<file path="config.mk">
export PLATFORM = sky130hd
export DESIGN_NAME = fetch_controller
export DESIGN_NICKNAME = d
export VERILOG_FILES = /design/src/rtl/fetch_controller.sv
export SDC_FILE = /design/constraint.sdc
export NUM_CORES = 1
export LEC_CHECK = 0
export CORE_ASPECT_RATIO = 1.2
export CORE_MARGIN = 4
export CORE_UTILIZATION = 37
export CTS_BUF_LIST = sky130_fd_sc_hd__clkbuf_8
export DETAILED_ROUTE_END_ITERATION = 10
export PLACE_DENSITY = 0.89
export SLEW_MARGIN = 10
export SYNTH_ARGS = -nofsm -noshare
export SYNTH_HDL_FRONTEND = slang
export SYNTH_SLANG_ARGS = --single-unit
</file>
<file path="constraint.sdc">
create_clock -name clk -period 1.3 [get_ports clk]
set_input_delay 0.26 -clock clk [delete_from_list [all_inputs] [get_ports clk]]
set_output_delay 0.26 -clock clk [all_outputs]
set_load 0.005 [all_outputs]
</file>
<file path="src/rtl/fetch_controller.sv">
// Instruction fetch/sequence FSM for the 8-bit CPU front end: owns the PC, fetches opcode
// and optional operand byte, and hands off to execute. Optional watchdog: FETCH_WDT_EN.
module fetch_controller #(
   parameter logic [7:0]  RESET_PC       = 8'h00,
   parameter logic [7:0]  HALT_OP        = 8'hFF,
   parameter int unsigned TIMEOUT_CYCLES = 16
) (
   input  logic       clk,
   input  logic       rst,
   input  logic       start,
   input  logic [7:0] ir_in,
   input  logic [7:0] mem_data,
   input  logic       exec_done,
   input  logic       branch_taken,
   input  logic [7:0] branch_target,
   output logic [7:0] pc,
   output logic       memread,
   output logic       irwrite,
   output logic [7:0] operand,
   output logic       exec_start,
   output logic       running,
   output logic       halted,
   output logic       fault
);

   localparam logic [2:0] S_IDLE    = 3'd0;
   localparam logic [2:0] S_FETCH   = 3'd1;
   localparam logic [2:0] S_DECODE  = 3'd2;
   localparam logic [2:0] S_OPERAND = 3'd3;
   localparam logic [2:0] S_EXECUTE = 3'd4;
   localparam logic [2:0] S_HALT    = 3'd5;

   logic [2:0] state_q, state_d;
   logic [7:0] pc_q, pc_d;
   logic [7:0] operand_q, operand_d;
   logic       first_q, first_d;
   logic       timeout;

`ifdef FETCH_WDT_EN
   localparam int unsigned WDT_W = $clog2(TIMEOUT_CYCLES) + 1;

   logic [WDT_W-1:0] wdt_q, wdt_d;
   logic             fault_q, fault_d;

   // Counter restarts in every non-EXECUTE state, so it always counts from the first EXECUTE cycle
   always_comb begin
      wdt_d = '0;
      if (state_q == S_EXECUTE) begin
         wdt_d = wdt_q + WDT_W'(1);
      end
   end

   assign timeout = (state_q == S_EXECUTE) && !exec_done &&
                    (wdt_q == WDT_W'(TIMEOUT_CYCLES - 1));

   always_comb begin
      fault_d = fault_q;
      if (timeout) begin
         fault_d = 1'b1;
      end
   end

   always_ff @(posedge clk or posedge rst) begin
      if (rst) begin
         wdt_q   <= '0;
         fault_q <= 1'b0;
      end else begin
         wdt_q   <= wdt_d;
         fault_q <= fault_d;
      end
   end

   assign fault = fault_q;
`else
   assign timeout = 1'b0;
   // References TIMEOUT_CYCLES so the parameter stays live when the watchdog is absent
   assign fault   = 1'b0 & (TIMEOUT_CYCLES != 0);
`endif

   always_comb begin
      state_d   = state_q;
      pc_d      = pc_q;
      operand_d = operand_q;
      first_d   = 1'b0;
      case (state_q)
         S_IDLE, S_HALT: begin
            if (start) begin
               state_d = S_FETCH;
            end
         end
         S_FETCH: begin
            pc_d    = pc_q + 8'd1;
            state_d = S_DECODE;
         end
         S_DECODE: begin
            if (ir_in == HALT_OP) begin
               state_d = S_HALT;
            end else if (ir_in[7:6] == 2'b11) begin
               state_d = S_OPERAND;
            end else begin
               state_d = S_EXECUTE;
               first_d = 1'b1;
            end
         end
         S_OPERAND: begin
            operand_d = mem_data;
            pc_d      = pc_q + 8'd1;
            state_d   = S_EXECUTE;
            first_d   = 1'b1;
         end
         S_EXECUTE: begin
            if (exec_done) begin
               if (branch_taken) begin
                  pc_d = branch_target;
               end
               state_d = S_FETCH;
            end else if (timeout) begin
               state_d = S_HALT;
            end
         end
         default: begin
            state_d = S_IDLE;
         end
      endcase
   end

   always_ff @(posedge clk or posedge rst) begin
      if (rst) begin
         state_q   <= S_IDLE;
         pc_q      <= RESET_PC;
         operand_q <= 8'h00;
         first_q   <= 1'b0;
      end else begin
         state_q   <= state_d;
         pc_q      <= pc_d;
         operand_q <= operand_d;
         first_q   <= first_d;
      end
   end

   assign pc         = pc_q;
   assign operand    = operand_q;
   assign memread    = (state_q == S_FETCH) || (state_q == S_OPERAND);
   assign irwrite    = (state_q == S_FETCH);
   assign exec_start = first_q;
   assign running    = (state_q != S_IDLE) && (state_q != S_HALT);
   assign halted     = (state_q == S_HALT);

endmodule

</file>
Word-level counts from Yosys, hierarchy flattened

Cells that the tools add are included.

Bits in registers: 20
Input bits: 29
Output and inout bits: 22

Add/sub/neg operators: 1
Eq/ne operators: 11
Mux-type cells: 11
Reductions and logical operators: 9

Operators with widths:

| cell                                                                   | number |
|---|---|
| 8-bit two-way mux                                                      | 2 |
| 8-bit one-hot mux with 2 select lines                                  | 1 |
| 3-bit one-hot mux with 5 select lines                                  | 1 |
| 3-bit two-way mux                                                      | 4 |
| 8-bit by 1-bit adder with 8-bit output (second input constant)         | 1 |
| 8-bit equality test (second input constant)                            | 1 |
| 3-bit by 2-bit equality test with 1-bit output (second input constant) | 2 |
| 3-bit equality test (second input constant)                            | 2 |
| 2-bit inequality test (second input constant)                          | 3 |
| 2-bit OR reduction                                                     | 2 |
| 3-bit by 1-bit equality test with 1-bit output (second input constant) | 1 |
| 3-bit zero test                                                        | 1 |
| 3-bit inequality test (second input constant)                          | 1 |
| 3-bit AND reduction                                                    | 1 |
| 3-bit nonzero test                                                     | 1 |
| 2-bit equality test (second input constant)                            | 1 |
| 1-bit two-way mux                                                      | 2 |
| 1-bit one-hot mux with 2 select lines                                  | 1 |
| 2-bit AND reduction                                                    | 1 |
| 2-bit nonzero test                                                     | 1 |
| 1-bit logical AND                                                      | 1 |
| 1-bit logical OR                                                       | 1 |

Logic depth before layout (Yosys ltp)

Depth after elaboration: 4
Depth in mapped cells: 7
Depth with buffers taken out: 5

Worst setup path before layout

Ideal clock, no wire load.

Path type: register to register
Start: register state_q[2]
End: register pc_q[4], in the netlist pc[4]
Arrival: 1.248 ns
Required time: 1.213 ns
Slack: -0.035 ns
Cell stages (with the launch flop): 8
Period minus slack after synthesis: 1.335 ns
Path through: dfrtp_1 buf_6 nand2b_4 buf_6 inv_6 and4_4 nor3_1 a211oi_2

Cells in the longest elaborated chain, start to end: 4
Elaborated cells between the ends (all ways): 9
Those cells by class: eq/ne (5); mux (1); reduce/logical (3)

Ends and longest elaborated chain:

| item                                                                                                             | line | source |
|---|---|---|
| from (decl)                                                                                                      | 33   | `logic [2:0] state_q, state_d;` |
| from (signal assigned)                                                                                           | 134  | `state_q <= state_d;` |
| 3-bit by 1-bit equality test with 1-bit output or 3-bit by 2-bit equality test with 1-bit output (tied branches) | 85   | `case (state_q)` |
| 2-bit OR reduction (no line)                                                                                     | -    |  |
| 2-bit nonzero test (no line)                                                                                     | -    |  |
| 3-bit AND reduction (no line)                                                                                    | -    |  |
| to (signal assigned)                                                                                             | 135  | `pc_q <= pc_d;` |
| to (decl)                                                                                                        | 34   | `logic [7:0] pc_q, pc_d;` |

Several ways; a longest one is shown, not always the timed one.
A chain may end at the register's enable or synchronous reset.

Worst setup path after layout

Start: register state_q[2]
End: output port running

Cells in the longest elaborated chain, start to end: 2
Elaborated cells between the ends (all ways): 3
Those cells by class: eq/ne (1); reduce/logical (2)

Ends and longest elaborated chain:

| item                                                        | line | source |
|---|---|---|
| 3-bit inequality test or 3-bit nonzero test (tied branches) | 146  | `assign running = (state_q != S_IDLE) && (state_q != S_HALT);` |
| 1-bit logical AND *                                         | 146  |  |
| to (decl)                                                   | 21   | `output logic running,` |

Mark *: on every way between the ends. The rest lies on a longest branch, timed or not.

==> impl_metrics.yaml <==
worst_setup_path:
  end_kind: "primary output"
  cp_max_fo: 3
  path_class: "register to primary output"
  worstSetupStartpointType: "register"
  critPathTopFamily: "simple AND/OR/NAND/NOR gates"
  cp_slowest_cell: "dfrtp_1"
  worst_path_largest_cell_delay_ns: 0.40
  path_buf_inv: 2
  required_ns: 1.04
  worst_ep_arrival_time_ns: 1.37
  path_cells: "nand2b_4, inv_6, or3_4, buf_6"
clock_network:
  cts_buffers: 3
  clk_pin_slew_ns: 0.07
  root_buffer: "clkbuf_8"
  clk_path_buf_depth: 2
  clk_latency_ns: 0.26
  htreeDepth: 1
  cts_tree: "yes"
  clkSinkCount: 20
grt:
  grt_overflow: 0
  grt_pass1_vias: 1250
  grt_pass1_wl_microns: 6250
  grt_max_degree: 21
  antenna_found_initial: 0
  grt_usage_pct: 22.0
timing:
  rsz0062_at_grt: "yes"
  finalMaxSlewViolations: 0
  max_freq_mhz: 613
  setup_violations: 20
  timing.hold.ws_ns: 0.331
  period_needed_ns: 1.63
  fin_ws_ns: -0.333
  fin_skew_ns: 0.00361
  fin_crit_sh_pct: 126
  final-hold-violation-count: 0
floorplan:
  num_io_pins: 51
  die_h_microns: 66.3
  start_util_pct: 39.9
  core_sq_um: 2630
  die_x_microns: 56.6
  fp-row-count: 20
  die_area_sq_um: 3750
pwr:
  p_leak_nw: 0.941
  total_power_mw: 4.91
  ir_drop_uv: 1700
  powerDensity_nw_per_um2: 2300
yosys:
  synth-seq-cells: 20
  syn-num-nets: 130
  ys_seq_area_share_pct: 47.7
  post_synth_inst_count: 100
  syn_area_sq_um: 1050
  syn_area_per_cell_sq_um: 10.5
  synth_edf_count: 0
  ys_warn_count: 0
  yosysUniqueCellTypes: 38
  synth-main-ff-cell: "dfrtp_1"
  async_flop_share_pct: 100
detailed_routing:
  viasPerCell: 5.52
  wl_met1_microns: 1500
  drc: 0
  first_iter_violations: 15
  wl_per_cell_microns: 19.9
  met3_length_microns: 267
  drt-pass1-iter-count: 4
  num_vias: 1230
  wl_met2_microns: 2490
  top_layer: "met4"
  ant_nets: 0
  drt-total-wl_microns: 4440
final_layout:
  syn2layout_area_growth_pct: 104
  final_cell_mix: "buf_4 (29), clkdlybuf4s50_1 (28), dfrtp_1 (18)"
  nNetsFinal: 221
  fillerInstances: 143
  final_common_cell: "buf_4"
  drive_gt1_share_pct: 47.4
  diodes: 0
job:
  maxCapViolations: 0
min_path:
  hold_path_class: "input port to asynchronous set/reset pin"
outcome:
  run_status: "finished with violations"
  violations: "negative setup slack"
place:
  port_buffers: 49
  dp_hpwl_microns: 2270
  place.gp.congestion: 0.827
layout make-up:
type                    instances  area (sq um)  area share (%)
multi-input cells              74           713            33.3
flip-flops and latches         20           503            23.5
well taps                      33          41.3            1.93
repair buffers                 90           815            38.1
inverters                       2          12.5           0.585
clock buffers                   4          55.1            2.57
sequential cells by signal, summed over array words and instances, names as in the netlist:
| name | count |
|---|---|
| exec_start | 1 |
| operand | 8 |
| pc | 8 |
| state_q | 3 |
tightest hold or removal path: stages:
cell	delay, ns
clkdlybuf4s50_1	0.40
inv_1	0.05
buf_4	0.26
power by group:
part | total [mW] | switching [mW] | internal, mW
logic | 3.32 | 1.44 | 1.88
registers | 1.12 | 0.191 | 0.930
clock network | 0.472 | 0.203 | 0.269
total | 4.91 | 1.84 | 3.08
cells by family after synthesis:
kind of cell | Yosys count | share of synthesized area, %
other | 1 | 0.358
AOI/OAI and AO/OA | 21 | 13.7
DFF | 20 | 47.7
buffers and inverters | 6 | 4.53
and+or+nand+nor | 40 | 21.1
adders and majority gates | 1 | 1.19
xor gates and xnor gates | 1 | 0.835
muxes | 10 | 10.5
final timing paths:
| path | from | to | slack, ns | cells after the start |
|---|---|---|---|---|
| worst max-delay path | state_q[2] | running | -0.33 | 4 |
| worst min-delay path | rst | pc[5] | 0.33 | 3 |
| worst max register to register | state_q[0] | pc[6] | -0.29 | 6 |
| worst min register to register | operand[7] | operand[7] | 0.50 | 1 |
| max in group asynchronous | rst | pc[3] | 0.74 | 3 |
| min in group clk | operand[7] | operand[7] | 0.50 | 1 |
metal layers:
metal | vias up | GRT usage (%)
met5 | - | 0
met4 | 0 | 13.1
met3 | 20 | 4.30
met2 | 73 | 41.9
met1 | 588 | 21.7
li1 | 549 | -
per-stage QoR:
step	setup slack [ns]	setup TNS (ns)	std cells	utilization, %	instance area (sq um)
after floorplan	-0.00282	-0.00282	100	-	1050
after global placement	-0.306	-2.66	198	64.5	1700
after detailed placement	-0.320	-3.27	198	64.5	1700
after CTS	-0.283	-3.08	222	75.8	1990
after global routing	-0.382	-5.06	223	81.4	2140
final	-0.333	-3.90	223	81.4	2140
what timing repair did:
| item | CTS | global route |
|---|---|---|
| gates resized for setup | 67 | 30 |
| hold buffers | 0 | 0 |
| pin swaps | 14 | 9 |
| endpoints found under the setup margin | 37 | 24 |
| buffers inserted | 21 | 4 |
synthesized netlist by cell type, types with 2 or more instances:
cell type	n	area, sq um
nor2b_1	5	31.3
a21oi_1	4	20.0
o21ai_0	4	20.0
o22ai_1	3	18.8
dfrtp_1	20	500
buf_6	2	22.5
nor3_1	2	10.0
nand3_1	5	25.0
nand4_1	3	18.8
nor2_1	10	37.5
mux2i_1	2	20.0
nand2_1	6	22.5
mux2_2	8	90.1
a311oi_1	2	17.5
No activity file was read; power rests on OpenSTA's default activity.
